<file path="config.mk">
export PLATFORM = sky130hd
export DESIGN_NAME = dsp_bus_master_flat
export DESIGN_NICKNAME = d
export VERILOG_FILES = /design/src/rtl/dsp_bus_pkg.sv /design/src/rtl/dsp_bus_master_if.sv /design/src/rtl/rr_arbiter.sv /design/src/rtl/dsp_bus_master.sv /design/src/flat_wrapper.sv
export SDC_FILE = /design/constraint.sdc
export NUM_CORES = 1
export LEC_CHECK = 0
export CAP_MARGIN = 20
export CORE_ASPECT_RATIO = 1.4
export CORE_UTILIZATION = 45
export CTS_CLUSTER_DIAMETER = 120
export DETAILED_ROUTE_END_ITERATION = 16
export PLACE_DENSITY = 0.87
export SLEW_MARGIN = 10
export SYNTH_ARGS = -nofsm -noshare
export SYNTH_HDL_FRONTEND = slang
export SYNTH_SLANG_ARGS = --single-unit
</file>
<file path="constraint.sdc">
create_clock -name Clk -period 2.9 [get_ports Clk]
set_clock_uncertainty 0.05 [all_clocks]
set_input_delay 0.87 -clock Clk [delete_from_list [all_inputs] [get_ports Clk]]
set_output_delay 0.87 -clock Clk [all_outputs]
set_load 0.02 [all_outputs]
</file>
<file path="src/rtl/dsp_bus_pkg.sv">
// Shared types and helpers for the FPGA-to-DSP parallel bus master.
//   bus_state_e : bus-cycle state encoding (IDLE, SETUP, STROBE, HOLD)
//   DEF_*       : default widths and timing used by dsp_bus_master
//   ch_slice    : extracts field i of width w from a packed per-channel vector
package dsp_bus_pkg;

  typedef enum logic [1:0] {
    IDLE   = 2'd0,
    SETUP  = 2'd1,
    STROBE = 2'd2,
    HOLD   = 2'd3
  } bus_state_e;

  localparam int DEF_ADDR_W      = 8;
  localparam int DEF_DATA_W      = 8;
  localparam int DEF_N_CH        = 4;
  localparam int DEF_SETUP_CYC   = 2;
  localparam int DEF_TIMEOUT_CYC = 16;

  // Upper bounds for the generic slicer. A packed per-channel vector can be at
  // most CH_VEC_MAX bits, and a single field at most CH_FIELD_MAX bits.
  localparam int CH_VEC_MAX   = 512;
  localparam int CH_FIELD_MAX = 64;

  // Field i of width w from a zero-extended packed vector. Callers cast the
  // result back down to their own field width.
  function automatic logic [CH_FIELD_MAX-1:0] ch_slice(
    input logic [CH_VEC_MAX-1:0] vec,
    input int unsigned           i,
    input int unsigned           w
  );
    logic [CH_VEC_MAX-1:0]   shifted;
    logic [CH_FIELD_MAX-1:0] mask;
    shifted = vec >> (i * w);
    mask    = {CH_FIELD_MAX{1'b1}} >> (32'(CH_FIELD_MAX) - w);
    return shifted[CH_FIELD_MAX-1:0] & mask;
  endfunction

endpackage

</file>
<file path="src/rtl/dsp_bus_master_if.sv">
// Channel and DSP-bus signal bundle for dsp_bus_master.
//   Channel side : Req, Wr, Addr, WData (in)  / Done, Err, RData (out)
//   DSP side     : AddrBus, DataOut, DataOe, N_CS, N_DS, R_NW (out)
//                  DataIn, N_Ack (in)
//   modport master : the bus master's view
//   modport slave  : the view of whoever drives requests and models the DSP
interface dsp_bus_master_if #(
  parameter int ADDR_W = 8,
  parameter int DATA_W = 8,
  parameter int N_CH   = 4
);

  logic [N_CH-1:0]        Req;
  logic [N_CH-1:0]        Wr;
  logic [N_CH*ADDR_W-1:0] Addr;
  logic [N_CH*DATA_W-1:0] WData;
  logic [N_CH-1:0]        Done;
  logic                   Err;
  logic [DATA_W-1:0]      RData;

  logic [ADDR_W-1:0]      AddrBus;
  logic [DATA_W-1:0]      DataOut;
  logic                   DataOe;
  logic [DATA_W-1:0]      DataIn;
  logic                   N_CS;
  logic                   N_DS;
  logic                   R_NW;
  logic                   N_Ack;

  modport master (
    input  Req, Wr, Addr, WData, DataIn, N_Ack,
    output Done, Err, RData, AddrBus, DataOut, DataOe, N_CS, N_DS, R_NW
  );

  modport slave (
    output Req, Wr, Addr, WData, DataIn, N_Ack,
    input  Done, Err, RData, AddrBus, DataOut, DataOe, N_CS, N_DS, R_NW
  );

endinterface

</file>
<file path="src/rtl/rr_arbiter.sv">
// Round-robin arbiter over N_CH request lines.
//   clk_i, rst_ni : clock, asynchronous active-low reset
//   req_i         : request vector
//   adv_i         : accept the current grant and move the pointer onto it
//   gnt_o         : one-hot grant (combinational from req_i and pointer)
//   gnt_idx_o     : index of the granted channel
// The pointer holds the last served channel; the search starts just after it,
// so after reset (pointer = N_CH-1) channel 0 has top priority.
module rr_arbiter #(
  parameter int N_CH = 4
) (
  input  logic                                   clk_i,
  input  logic                                   rst_ni,
  input  logic [N_CH-1:0]                        req_i,
  input  logic                                   adv_i,
  output logic [N_CH-1:0]                        gnt_o,
  output logic [((N_CH > 1) ? $clog2(N_CH) : 1)-1:0] gnt_idx_o
);

  localparam int IDX_W = (N_CH > 1) ? $clog2(N_CH) : 1;

  logic [IDX_W-1:0] ptr_q;
  logic [IDX_W-1:0] ptr_d;
  logic [IDX_W-1:0] cand_s;
  logic [IDX_W-1:0] idx_s;
  logic [N_CH-1:0]  gnt_s;
  logic             found_s;

  // Search channels ptr+1, ptr+2, ... (wrapping) for the first request.
  always_comb begin
    gnt_s   = '0;
    idx_s   = '0;
    found_s = 1'b0;
    cand_s  = '0;
    for (int k = 1; k <= N_CH; k++) begin
      cand_s = IDX_W'((32'(ptr_q) + 32'(k)) % 32'(N_CH));
      if (!found_s && req_i[cand_s]) begin
        found_s       = 1'b1;
        gnt_s[cand_s] = 1'b1;
        idx_s         = cand_s;
      end else begin
        found_s = found_s;
      end
    end
  end

  // Next pointer: move onto the granted channel only when the grant is taken.
  always_comb begin
    ptr_d = ptr_q;
    if (adv_i && found_s) begin
      ptr_d = idx_s;
    end else begin
      ptr_d = ptr_q;
    end
  end

  // Pointer register.
  always_ff @(posedge clk_i or negedge rst_ni) begin
    if (!rst_ni) begin
      ptr_q <= IDX_W'(N_CH - 1);
    end else begin
      ptr_q <= ptr_d;
    end
  end

  assign gnt_o     = gnt_s;
  assign gnt_idx_o = idx_s;

endmodule

</file>
<file path="src/rtl/dsp_bus_master.sv">
// Multi-channel bus master for the FPGA-to-DSP parallel bus.
//   Clk     : clock, rising edge
//   N_Reset : asynchronous active-low reset
//   bus     : dsp_bus_master_if.master -- channel requests/completions and the
//             DSP strobes, address, data and acknowledge
// One bus cycle at a time: IDLE -> SETUP (SETUP_CYC) -> STROBE (until N_Ack
// low or TIMEOUT_CYC cycles) -> HOLD (1) -> IDLE. All outputs are registered.
module dsp_bus_master
  import dsp_bus_pkg::*;
#(
  parameter int ADDR_W      = DEF_ADDR_W,
  parameter int DATA_W      = DEF_DATA_W,
  parameter int N_CH        = DEF_N_CH,
  parameter int SETUP_CYC   = DEF_SETUP_CYC,
  parameter int TIMEOUT_CYC = DEF_TIMEOUT_CYC
) (
  input  logic              Clk,
  input  logic              N_Reset,
  dsp_bus_master_if.master  bus
);

  localparam int IDX_W = (N_CH > 1) ? $clog2(N_CH) : 1;
  localparam int SET_W = $clog2(SETUP_CYC + 1);
  localparam int CNT_W = $clog2(TIMEOUT_CYC + 1);

  bus_state_e        state_q;
  logic [SET_W-1:0]  setup_cnt_q;
  logic [CNT_W-1:0]  strb_cnt_q;
  logic [N_CH-1:0]   gnt_q;
  logic              wr_q;

  logic              n_cs_q;
  logic              n_ds_q;
  logic              r_nw_q;
  logic              data_oe_q;
  logic [ADDR_W-1:0] addr_bus_q;
  logic [DATA_W-1:0] data_out_q;
  logic [N_CH-1:0]   done_q;
  logic              err_q;
  logic [DATA_W-1:0] rdata_q;

  logic              adv_s;
  logic [N_CH-1:0]   gnt_s;
  logic [IDX_W-1:0]  gnt_idx_s;
  logic              wr_sel_s;
  logic [ADDR_W-1:0] addr_sel_s;
  logic [DATA_W-1:0] wdata_sel_s;
  logic [CH_VEC_MAX-1:0] addr_ext_s;
  logic [CH_VEC_MAX-1:0] wdata_ext_s;

  // Requests are only looked at in IDLE; an in-flight cycle is never aborted.
  assign adv_s = (state_q == IDLE) && (|bus.Req);

  rr_arbiter #(
    .N_CH (N_CH)
  ) u_arb (
    .clk_i     (Clk),
    .rst_ni    (N_Reset),
    .req_i     (bus.Req),
    .adv_i     (adv_s),
    .gnt_o     (gnt_s),
    .gnt_idx_o (gnt_idx_s)
  );

  // Select the winning channel's fields out of the packed request vectors.
  assign addr_ext_s  = CH_VEC_MAX'(bus.Addr);
  assign wdata_ext_s = CH_VEC_MAX'(bus.WData);
  assign addr_sel_s  = ADDR_W'(ch_slice(addr_ext_s, 32'(gnt_idx_s), 32'(ADDR_W)));
  assign wdata_sel_s = DATA_W'(ch_slice(wdata_ext_s, 32'(gnt_idx_s), 32'(DATA_W)));
  assign wr_sel_s    = bus.Wr[gnt_idx_s];

  // Bus-cycle FSM with all bus and completion outputs registered.
  always_ff @(posedge Clk or negedge N_Reset) begin
    if (!N_Reset) begin
      state_q     <= IDLE;
      setup_cnt_q <= '0;
      strb_cnt_q  <= '0;
      gnt_q       <= '0;
      wr_q        <= 1'b0;
      n_cs_q      <= 1'b1;
      n_ds_q      <= 1'b1;
      r_nw_q      <= 1'b1;
      data_oe_q   <= 1'b0;
      addr_bus_q  <= '0;
      data_out_q  <= '0;
      done_q      <= '0;
      err_q       <= 1'b0;
      rdata_q     <= '0;
    end else begin
      case (state_q)
        IDLE: begin
          done_q <= '0;
          if (adv_s) begin
            // Latch the request; later changes on the channel are ignored.
            state_q     <= SETUP;
            gnt_q       <= gnt_s;
            wr_q        <= wr_sel_s;
            n_cs_q      <= 1'b0;
            addr_bus_q  <= addr_sel_s;
            r_nw_q      <= ~wr_sel_s;
            data_out_q  <= wdata_sel_s;
            data_oe_q   <= wr_sel_s;
            setup_cnt_q <= SET_W'(1);
          end else begin
            state_q <= IDLE;
          end
        end
        SETUP: begin
          if (setup_cnt_q == SET_W'(SETUP_CYC)) begin
            state_q    <= STROBE;
            n_ds_q     <= 1'b0;
            strb_cnt_q <= CNT_W'(1);
          end else begin
            setup_cnt_q <= setup_cnt_q + SET_W'(1);
          end
        end
        STROBE: begin
          // Ack is checked first so an ack on the timeout edge still succeeds.
          if (!bus.N_Ack) begin
            state_q <= HOLD;
            n_ds_q  <= 1'b1;
            done_q  <= gnt_q;
            err_q   <= 1'b0;
            rdata_q <= wr_q ? '0 : bus.DataIn;
          end else if (strb_cnt_q == CNT_W'(TIMEOUT_CYC)) begin
            state_q <= HOLD;
            n_ds_q  <= 1'b1;
            done_q  <= gnt_q;
            err_q   <= 1'b1;
            rdata_q <= '0;
          end else begin
            strb_cnt_q <= strb_cnt_q + CNT_W'(1);
          end
        end
        HOLD: begin
          // N_CS, address and data drive were held one cycle past N_DS.
          state_q   <= IDLE;
          done_q    <= '0;
          n_cs_q    <= 1'b1;
          r_nw_q    <= 1'b1;
          data_oe_q <= 1'b0;
        end
        default: begin
          state_q   <= IDLE;
          done_q    <= '0;
          n_cs_q    <= 1'b1;
          n_ds_q    <= 1'b1;
          r_nw_q    <= 1'b1;
          data_oe_q <= 1'b0;
        end
      endcase
    end
  end

  assign bus.N_CS    = n_cs_q;
  assign bus.N_DS    = n_ds_q;
  assign bus.R_NW    = r_nw_q;
  assign bus.DataOe  = data_oe_q;
  assign bus.AddrBus = addr_bus_q;
  assign bus.DataOut = data_out_q;
  assign bus.Done    = done_q;
  assign bus.Err     = err_q;
  assign bus.RData   = rdata_q;

endmodule

</file>
<file path="src/flat_wrapper.sv">
// flat-port wrapper written by rule: the top's interface ports become plain ports
module dsp_bus_master_flat import dsp_bus_pkg::*;
#(
  parameter int ADDR_W      = DEF_ADDR_W,
  parameter int DATA_W      = DEF_DATA_W,
  parameter int N_CH        = DEF_N_CH,
  parameter int SETUP_CYC   = DEF_SETUP_CYC,
  parameter int TIMEOUT_CYC = DEF_TIMEOUT_CYC
)
  (Clk, N_Reset, bus_Req, bus_Wr, bus_Addr, bus_WData, bus_DataIn, bus_N_Ack, bus_Done, bus_Err, bus_RData, bus_AddrBus, bus_DataOut, bus_DataOe, bus_N_CS, bus_N_DS, bus_R_NW);
  dsp_bus_master_if #(.ADDR_W(ADDR_W), .DATA_W(DATA_W), .N_CH(N_CH)) bus_i ();
  input  logic Clk;
  input  logic N_Reset;
  input wire logic [$bits(bus_i.Req)-1:0] bus_Req;
  input wire logic [$bits(bus_i.Wr)-1:0] bus_Wr;
  input wire logic [$bits(bus_i.Addr)-1:0] bus_Addr;
  input wire logic [$bits(bus_i.WData)-1:0] bus_WData;
  input wire logic [$bits(bus_i.DataIn)-1:0] bus_DataIn;
  input wire logic [$bits(bus_i.N_Ack)-1:0] bus_N_Ack;
  output wire logic [$bits(bus_i.Done)-1:0] bus_Done;
  output wire logic [$bits(bus_i.Err)-1:0] bus_Err;
  output wire logic [$bits(bus_i.RData)-1:0] bus_RData;
  output wire logic [$bits(bus_i.AddrBus)-1:0] bus_AddrBus;
  output wire logic [$bits(bus_i.DataOut)-1:0] bus_DataOut;
  output wire logic [$bits(bus_i.DataOe)-1:0] bus_DataOe;
  output wire logic [$bits(bus_i.N_CS)-1:0] bus_N_CS;
  output wire logic [$bits(bus_i.N_DS)-1:0] bus_N_DS;
  output wire logic [$bits(bus_i.R_NW)-1:0] bus_R_NW;
  assign bus_i.Req = bus_Req;
  assign bus_i.Wr = bus_Wr;
  assign bus_i.Addr = bus_Addr;
  assign bus_i.WData = bus_WData;
  assign bus_i.DataIn = bus_DataIn;
  assign bus_i.N_Ack = bus_N_Ack;
  assign bus_Done = bus_i.Done;
  assign bus_Err = bus_i.Err;
  assign bus_RData = bus_i.RData;
  assign bus_AddrBus = bus_i.AddrBus;
  assign bus_DataOut = bus_i.DataOut;
  assign bus_DataOe = bus_i.DataOe;
  assign bus_N_CS = bus_i.N_CS;
  assign bus_N_DS = bus_i.N_DS;
  assign bus_R_NW = bus_i.R_NW;
  dsp_bus_master #(.ADDR_W(ADDR_W), .DATA_W(DATA_W), .N_CH(N_CH), .SETUP_CYC(SETUP_CYC), .TIMEOUT_CYC(TIMEOUT_CYC)) u_core (.Clk(Clk), .N_Reset(N_Reset), .bus(bus_i));
endmodule
</file>
-- Word-level counts from Yosys, hierarchy flattened
Index checks and enable logic that the tools add are counted.
- register bits after elaboration: 49
- output and inout bits: 33
- word-level logic and storage cells: 134
- input port bits: 83
- shift-type cells: 2
- magnitude comparators: 9
- bitwise logic cells: 4
- equal/unequal tests: 12
- $add $sub $neg: 6
- multiplexer cells: 59
- reduce and logical (&&, ||, !) cells: 27
- operator list (cell ; number):
    >> shifter 32 x 5 -> 8 bit ; 2
    two-way mux 4 bit ; 6
    two-way mux 8 bit ; 3
    two-way mux 1 bit ; 21
    two-way mux 2 bit ; 9
    < comparator 2 x 3 -> 1 bit (second input constant) ; 5
    two-way mux 5 bit ; 3
    OR 4 bit ; 3
    binary-select mux 1 bit (select 2 bit) ; 5
    case mux 5 bit (2 select lines) ; 1
    AND reduction 2 bit ; 5
    logical AND 1 bit ; 9
    demux 1 bit (select 2 bit) ; 4
    greater-or-equal comparator 2 x 1 -> 1 bit (second input constant) ; 4
    inequality test 2 bit (second input constant) ; 4
    case mux 1 bit (2 select lines) ; 4
    case mux 2 bit (4 select lines) ; 1
    case mux 4 bit (2 select lines) ; 1
    nonzero test 2 bit ; 4
    adder 2 x 1 -> 2 bit (second input constant) ; 3
    == test 2 bit (second input constant) ; 3
    AND reduction 3 bit ; 2
    adder 5 x 1 -> 5 bit (second input constant) ; 1
    == test 5 bit (second input constant) ; 1
    other kinds (11) ; 15

-- Depth between registers and ports, before layout
Gate-level depths: netlist (run 1).
- word-level depth: 18
- mapped depth: 12
- gate-level depth less buffers: 8

-- Hierarchy
From an unflattened synthesis (run 1), not the netlist that was laid out.
- cells, all modules: 256
- area total of the unflattened synthesis: 3181.8 sq um
- modules (own cells, without submodules) (module ; times used ; cells each ; area each (sq um)):
    dsp_bus_master ; 1 ; 190 ; 2538.7
    rr_arbiter ; 1 ; 66 ; 643.1

-- Worst setup path before layout (run 1)
No wires, ideal clock.
- path kind: reg-to-reg
- start point: reg u_core.u_arb.ptr_q[0]
- end point: reg u_core.addr_bus_q[5] (netlist: u_core.bus.AddrBus[5])
- path buffers: 4
- required time: 2732 ps
- data arrival time: 2393 ps
- clock period less this slack: 2562 ps
- path slack: 338 ps
- cell stages (with the launch flop): 13
- path through: dfstp_2 > buf_4 > buf_6 > inv_1 > ha_1 > inv_1 > a2111oi_2 > o21a_1 > buf_6 > buf_6 > mux2i_1 > o22ai_1 > a21o_1
- word-level cells in the longest chain between the ends: 14
- RTL lines (what ; line ; text):
    start: declaration ; rr_arbiter.sv:22 ; logic [IDX_W-1:0] ptr_q;
    start signal: assignment ; rr_arbiter.sv:60 ; ptr_q <= IDX_W'(N_CH - 1);
    start signal: assignment ; rr_arbiter.sv:62 ; ptr_q <= ptr_d;
    adder 2 x 1 -> 2 bit ; rr_arbiter.sv:36 ; cand_s = IDX_W'((32'(ptr_q) + 32'(k)) % 32'(N_CH));
    binary-select mux 1 bit (select 2 bit) ; rr_arbiter.sv:37 ; if (!found_s && req_i[cand_s]) begin
    two-way mux 1 bit (not written as such) ; rr_arbiter.sv:37 ;
    two-way mux 1 bit ; rr_arbiter.sv:37 ;
    logical NOT 1 bit ; rr_arbiter.sv:37 ;
    logical AND 1 bit ; rr_arbiter.sv:37 ;
    two-way mux 1 bit ; rr_arbiter.sv:37 ;
    logical NOT 1 bit ; rr_arbiter.sv:37 ;
    logical AND 1 bit ; rr_arbiter.sv:37 ;
    two-way mux 1 bit ; rr_arbiter.sv:37 ;
    logical NOT 1 bit ; rr_arbiter.sv:37 ;
    logical AND 1 bit ; rr_arbiter.sv:37 ;
    two-way mux 2 bit (*) ; rr_arbiter.sv:37 ;
    >> shifter 32 x 5 -> 8 bit (*) ; dsp_bus_pkg.sv:34 ; shifted = vec >> (i * w);
    end signal: assignment ; dsp_bus_master.sv:99 ; addr_bus_q <= addr_sel_s;
    end: declaration ; dsp_bus_master.sv:36 ; logic [ADDR_W-1:0] addr_bus_q;
Every way passes the cells marked *; elsewhere a longest branch is shown, timed or not. The select of a mux whose other input is x is not followed.
A chain may end at the register's enable or synchronous reset.

-- Worst setup path in the final report (run 1)
- start point: in bus_Req[1]
- end point: reg u_core.r_nw_q (netlist: u_core.bus.R_NW)
- word-level cells in the longest chain between the ends: 17
- RTL lines (what ; line ; text):
    start: declaration ; flat_wrapper.sv:14 ; input wire logic [$bits(bus_i.Req)-1:0] bus_Req;
    binary-select mux 1 bit (select 2 bit) ; rr_arbiter.sv:37 ;
    two-way mux 1 bit (not written as such) ; rr_arbiter.sv:37 ;
    two-way mux 1 bit ; rr_arbiter.sv:37 ;
    logical NOT 1 bit ; rr_arbiter.sv:37 ;
    logical AND 1 bit ; rr_arbiter.sv:37 ;
    two-way mux 1 bit ; rr_arbiter.sv:37 ;
    logical NOT 1 bit ; rr_arbiter.sv:37 ;
    logical AND 1 bit ; rr_arbiter.sv:37 ;
    two-way mux 1 bit ; rr_arbiter.sv:37 ;
    logical NOT 1 bit ; rr_arbiter.sv:37 ;
    logical AND 1 bit ; rr_arbiter.sv:37 ;
    two-way mux 2 bit ; rr_arbiter.sv:37 ;
    binary-select mux 1 bit (select 2 bit) ; dsp_bus_master.sv:70 ; assign wr_sel_s = bus.Wr[gnt_idx_s];
    two-way mux 1 bit (not written as such) ; dsp_bus_master.sv:70 ;
    NOT 1 bit ; dsp_bus_master.sv:100 ; r_nw_q <= ~wr_sel_s;
    two-way mux 1 bit ; dsp_bus_master.sv:93 ; if (adv_s) begin
    case mux 1 bit (2 select lines) ; dsp_bus_master.sv:90 ; case (state_q)
    end signal: assignment ; dsp_bus_master.sv:100 ;
    end: declaration ; dsp_bus_master.sv:34 ; logic r_nw_q;
Several ways; a longest one is shown, not always the timed one. The select of a mux whose other input is x is not followed.

==> results by group, run 1 <==
Yosys
  – Post-synth top area share: 0.349
  – Fraction of registers with async set/reset: 1.00
  – Ys flop type: dfrtp_1
  – Post-synthesis cell area: 3150 um^2
  – Synth top area cells: dfrtp_1 (35%), mux2i_1 (11%), ha_1 (6.0%)
  – Post-synthesis register bit count: 49
  – Syn nets: 423
  – Number of enable flip-flop cells after synthesis: 0
  – Top post-synthesis cells by count: dfrtp_1 (44), mux2i_1 (35), nand2_1 (26)
  – Synth Instances: 325
  – Syn avg cell area: 9.70 um^2
  – Most common cell in the synthesized netlist: dfrtp_1
  – Area leader, netlist: dfrtp_1
  – Synth unique cells: 51
  – Post-synthesis sequential area ratio: 0.391
  – Synthesis warning total: 0

Place
  – # port buffers: 115
  – GP Congestion: 0.891
  – Dpl hpwl: 6560 um
  – Placed Cells incl. Taps: 540

Cells and area
  – Multi-input logic area: 1750 um^2
  – Reg area: 1230 um^2
  – Post-route core utilization: 0.703
  – Fill count: 515
  – Share of layout cells above drive strength 1: 0.109
  – Area delta synth->final: 48.5%
  – Post-route insts no fill: 549
  – Diode count: 0
  – Final Net Count: 554

Floorplanning
  – Die area: 7350 um^2
  – Core region area: 6660 um^2
  – Starting density of the core: 0.473
  – Die Y: 101 um
  – Die width: 72.7 um
  – Rows: 35
  – # IOs: 116

Detailed routing
  – Drt drc: 0
  – Drt total wl: 8790 um
  – Detailed-route via count: 2974
  – DRT iter0 DRCs: 126
  – Wire length per cell: 16.0 um
  – Antenna-violating nets left: 0
  – 1st-pass router iterations: 4
  – Via/cell ratio: 5.42

Timing
  – Pins over their slew limit: 0
  – Fmax: 357 MHz
  – Final Cycle Share: 0.967
  – Worst slew margin: 0.574
  – Final setup fails: 0
  – Final Hold Fails: 0
  – Slew of the pin with the lowest slew margin: 0.640 ns
  – Post-layout min period: 2.80 ns

Clock tree
  – Hold_buf cts: 0
  – Number of CTS-inserted buffers: 5
  – Clk buf depth: 2
  – CTS tree: yes
  – # clock sinks: 49
  – CTS root buf: clkbuf_8
  – CTS H-Tree Depth: 2
  – Clock latency on the worst-skew pair: 0.30 ns
  – Clk slew on worst S/H paths: 0.10 ns

Power
  – Pwr/cell area: 1130 nW/um^2
  – Worst VDD drop: 1070 uV
  – Pleak: 0.00212 uW

GRT
  – Number of global-route vias before repair: 2986
  – Largest net degree at the start of global routing: 50
  – Total track usage: 0.244
  – Initial antenna violation count: 0
  – First-pass GRT wire length: 14000 um
  – GRT met3 Usage: 0.0340
  – Total gr overflow: 0
  – Busiest grt layer: met2
  – Met1 global-route usage: 0.296
  – M2 GR Usage: 0.431

Setup path
  – CP startpoint kind: input pin
  – Worst setup EP type: flop
  – Arr. time, crit path: 2.99 ns
  – Critical path fanouts, max: 4
  – R2r startpoint: u_core.u_arb.ptr_q[0]
  – WP data required: 3.09 ns
  – WS Path Type: input pin to flop
  – Critical Path Source: bus_Req[1]

Run status
  – Status: finished clean

Job
  – Total of max-cap violations: 0

Hold path
  – Hold Crit Class: flop to flop
  – Worst Hold Launch: u_core.bus.DataOut[4]
==> registers in the layout, summed over array words and instances (netlist names) <==
name	count
u_core.setup_cnt_q	2
u_core.bus.R_NW	1
u_core.bus.Done	4
u_core.u_arb.ptr_q	2
u_core.bus.N_DS	1
u_core.bus.N_CS	1
u_core.bus.AddrBus	8
u_core.bus.RData	8
u_core.gnt_q	4
u_core.bus.Err	1
u_core.state_q	2
u_core.bus.DataOut	8
u_core.wr_q	1
u_core.bus.DataOe	1
u_core.strb_cnt_q	5
==> area by class of cell <==
| type | instances | share of cell area |
|---|---|---|
| clock buffer | 6 | 0.0155 |
| multi-input combinational | 242 | 0.373 |
| sequential | 49 | 0.263 |
| timing repair buffer | 142 | 0.303 |
| inverter | 16 | 0.0128 |
| tap | 92 | 0.0246 |
| clock inverter | 2 | 0.00829 |
==> metrics by stage <==
stage	total power [uW]	area [um^2]	hold WS [ns]	setup TNS, ns	setup WS [ns]
finish	5270	4680	0.438	0	0.0964
global route	5650	4680	0.468	-0.00166	-0.00166
CTS	5190	4650	0.437	0	0.0901
detailed placement	4670	4540	0.414	-3.35	-0.238
global placement	4540	4540	0.409	-2.00	-0.161
floorplan	3540	3150	0.401	0	0.338
==> worst max-delay path, stage by stage <==
cell             delay (ns)
clkdlybuf4s50_1        0.45
buf_4                  0.15
nor2b_1                0.12
nor4_1                 0.34
o21a_2                 0.30
buf_4                  0.16
a221oi_2               0.04
a2111o_1               0.41
o311a_1                0.14
==> kinds of logic (layout without fill, tap and decap cells) <==
kind of cell               Yosys count  after routing  share of synthesized area
AOI/OAI and AO/OA                  104            104                      0.226
and+or+nand+nor                     84             84                      0.135
DFF                                 49             49                      0.391
muxes                               38             38                      0.129
buffers and inverters               34            166                     0.0568
adders and majority gates           15             15                     0.0595
xor gates and xnor gates             1              1                    0.00278
==> final timing paths <==
kind                                         end  slack, ns  depth (start not counted)
hold reg to reg            u_core.bus.DataOut[4]       0.44                          1
max in group asynchronous        u_core.gnt_q[2]       1.75                          2
hold / removal             u_core.bus.DataOut[4]       0.44                          1
setup reg to reg                 u_core.bus.R_NW       0.34                          8
setup / recovery                 u_core.bus.R_NW        0.1                          9
min in group asynchronous    u_core.bus.RData[6]       0.60                          2
==> timing repair <==
action | CTS | global route
endpoints found under the hold margin | 0 | 0
resized for setup | 0 | 1
endpoints found under the setup margin | 0 | 3
setup buffers | 0 | 0
==> report_power, final <==
part	switching [uW]	internal [uW]	leakage (uW)
Sequential	203	1030	0.000599
Combinational	1790	1750	0.00146
Clock	239	259	0.0000554
==> routing by layer <==
layer	routed length, um	vias up
li1	-	1460
met2	4820	71
met1	3570	1427
met4	167	0
met3	236	16
met5	0	-
==> cell usage in the layout, fill, tap and decap left out, drive strengths merged, types with 7 or more instances in the layout <==
cell type | netlist | layout
buf | 12 | 27
inv | 16 | 16
clkdlybuf4s50 | 0 | 114
a21oi | 13 | 13
nor2 | 20 | 20
nand2 | 26 | 26
a21o | 19 | 19
dfrtp | 44 | 44
o21ai | 22 | 22
mux2i | 35 | 35
nand3 | 8 | 8
a22o | 10 | 10
o22ai | 17 | 17
ha | 15 | 15
clkbuf | 6 | 7
Power figures use the tool's default switching activity.
==> run 2, diff against run 1 <==
CORE_ASPECT_RATIO = default   (was 1.4)
==> run 2 against run 1 <==
Effect of this change:
- worst hold slack worse by 0.0063 ns
- utilization is 2.4 points lower
- critical endpoint unchanged
- global-route usage is 1.3 points lower
- sequential share of layout area is 0.39 points higher
- largest cell class unchanged
- critical path depth is 2 lower
- largest power group unchanged
==> results by group, run 2 (synthesis gave the netlist of run 1 again) <==
Run status
  – Status: finished clean (unchanged)

GRT
  – Number of global-route vias before repair: 3026 (was 2986)
  – Total track usage: 0.230 (was 0.244)
  – Largest net degree at the start of global routing: 30 (was 50)
  – First-pass GRT wire length: 13500 um (was 14000 um)
  – Initial antenna violation count: 0 (unchanged)
  – Total gr overflow: 0 (unchanged)

Timing
  – Worst slew margin: 0.571 (was 0.574)
  – Setup ws final: 0.105 ns (was 0.0964 ns)
  – Final Cycle Share: 0.964 (was 0.967)
  – Pins over their slew limit: 0 (unchanged)
  – Fmax: 358 MHz (was 357 MHz)
  – Setup TNS Final: 0 ns (unchanged)
  – RSZ-0062 raised after global routing: no
  – Final setup fails: 0 (unchanged)
  – Final Hold Fails: 0 (unchanged)
  – Post-layout min period: 2.80 ns (about the same)
  – Slew of the pin with the lowest slew margin: 0.644 ns (was 0.640 ns)

Clock tree
  – CTS tree: yes (unchanged)
  – Clk buf depth: 2 (unchanged)
  – CTS H-Tree Depth: 2 (unchanged)
  – Number of CTS-inserted buffers: 5 (unchanged)
  – Hold_buf cts: 0 (unchanged)
  – CTS root buf: clkbuf_8 (unchanged)
  – Clk slew on worst S/H paths: 0.09 ns (was 0.10 ns)
  – # clock sinks: 49 (unchanged)
  – Clock latency on the worst-skew pair: 0.31 ns (was 0.30 ns)

Place
  – Placed instance area: 4520 um^2 (was 4540 um^2)
  – Dpl hpwl: 6580 um (was 6560 um)
  – Pre-CTS setup slack: -0.314 ns (was -0.238 ns)
  – GP Congestion: 0.876 (was 0.891)
  – # port buffers: 115 (unchanged)

Detailed routing
  – Detailed-route via count: 3005 (was 2974)
  – Via/cell ratio: 5.46 (was 5.42)
  – Wire length per cell: 15.3 um (was 16.0 um)
  – 1st-pass router iterations: 5 (was 4)
  – Antenna-violating nets left: 0 (unchanged)
  – Drt total wl: 8390 um (was 8790 um)
  – Drt drc: 0 (unchanged)
  – DRT iter0 DRCs: 160 (was 126)

Cells and area
  – Share of layout cells above drive strength 1: 0.104 (was 0.109)
  – Design area: 4610 um^2 (was 4680 um^2)
  – Commonest non-fill, non-tap cells in the layout: clkdlybuf4s50_1 (113), dfrtp_1 (44), mux2i_1 (35) (was clkdlybuf4s50_1 (114), dfrtp_1 (44), mux2i_1 (34))
  – Most common cell after layout, fill and taps aside: clkdlybuf4s50_1 (unchanged)
  – Final Net Count: 551 (was 554)
  – Diode count: 0 (unchanged)
  – Area delta synth->final: 46.3% (was 48.5%)

Setup path
  – Worst setup EP type: flop (unchanged)
  – Critical path fanouts, max: 6 (was 4)
  – CP startpoint kind: input pin (unchanged)
  – Arr. time, crit path: 2.99 ns (about the same)
  – WS Path Type: input pin to flop (unchanged)
  – WP data required: 3.09 ns (about the same)

Power
  – Tot Pwr: 5060 uW (was 5270 uW)
  – Pleak: 0.00209 uW (was 0.00212 uW)
  – Worst VDD drop: 911 uV (was 1070 uV)
  – Pwr/cell area: 1100 nW/um^2 (was 1130 nW/um^2)

Hold path
  – Hold Crit Class: flop to flop (unchanged)

Floorplanning
  – Die width: 85.7 um (was 72.7 um)
  – Die area: 7340 um^2 (was 7350 um^2)
  – Starting density of the core: 0.464 (was 0.473)
  – Die Y: 85.7 um (was 101 um)
  – Core region area: 6790 um^2 (was 6660 um^2)
  – Rows: 30 (was 35)
  – # IOs: 116 (unchanged)

Job
  – Total of max-cap violations: 0 (unchanged)
run 2: metal layers:
metal	GRT usage	up-vias	part of all wire
met5	0	-	0
met4	0.0909	0	0.022
met3	0.0443	18	0.050
met2	0.422	105	0.53
met1	0.264	1439	0.40
li1	-	1443	-
run 2: timing repair:
action                                 4_1_cts  5_1_grt
buffers inserted                             0        0
endpoints found under the hold margin        0        0
gates resized for setup                      0        1
setup endpoints to repair                    0       16
run 2: final cells by class:
cell class                      count  area (um^2)
Multi-Input combinational cell    242         1740
Sequential cell                    49         1230
Tap cell                           96          120
Clock inverter                      3         22.5
Timing Repair Buffer              139         1370
Fill cell                         555         2180
Inverter                           16         60.1
Clock buffer                        5         68.8
run 2: worst paths after layout:
| check | start | endpoint | slack, ns | cells past startpoint |
|---|---|---|---|---|
| min | u_core.bus.AddrBus[0] | u_core.bus.AddrBus[0] | 0.43 | 1 |
| max | bus_Req[3] | u_core.bus.R_NW | 0.10 | 7 |
| max in group asynchronous | N_Reset | u_core.strb_cnt_q[1] | 1.67 | 2 |
| min in group asynchronous | N_Reset | u_core.bus.Done[3] | 0.53 | 1 |
| min reg2reg | u_core.bus.AddrBus[0] | u_core.bus.AddrBus[0] | 0.43 | 1 |
| max reg2reg | u_core.u_arb.ptr_q[0] | u_core.bus.AddrBus[7] | 0.40 | 8 |
run 2: critical path, cell delays in order:
cell and delay [ns]:
clkdlybuf4s50_1 0.50, or3b_1 0.43, a211oi_2 0.30, nor3_1 0.13, mux2i_1 0.17, a2111o_1 0.45, o311a_1 0.13
run 2: power breakdown:
part	switching, uW	internal [uW]	total [uW]
Combinational	1760	1660	3420
Sequential	203	1030	1240
Clock	239	171	410
Total	2200	2870	5060
run 2: metrics by stage:
stage          instances  hold WS (ns)   util
2_1_floorplan        325         0.401      -
3_3_place_gp         542         0.409  0.665
3_5_place_dp         542         0.416  0.665
4_1_cts              550         0.438  0.678
5_1_grt              550         0.446  0.679
6_report             550         0.432  0.679
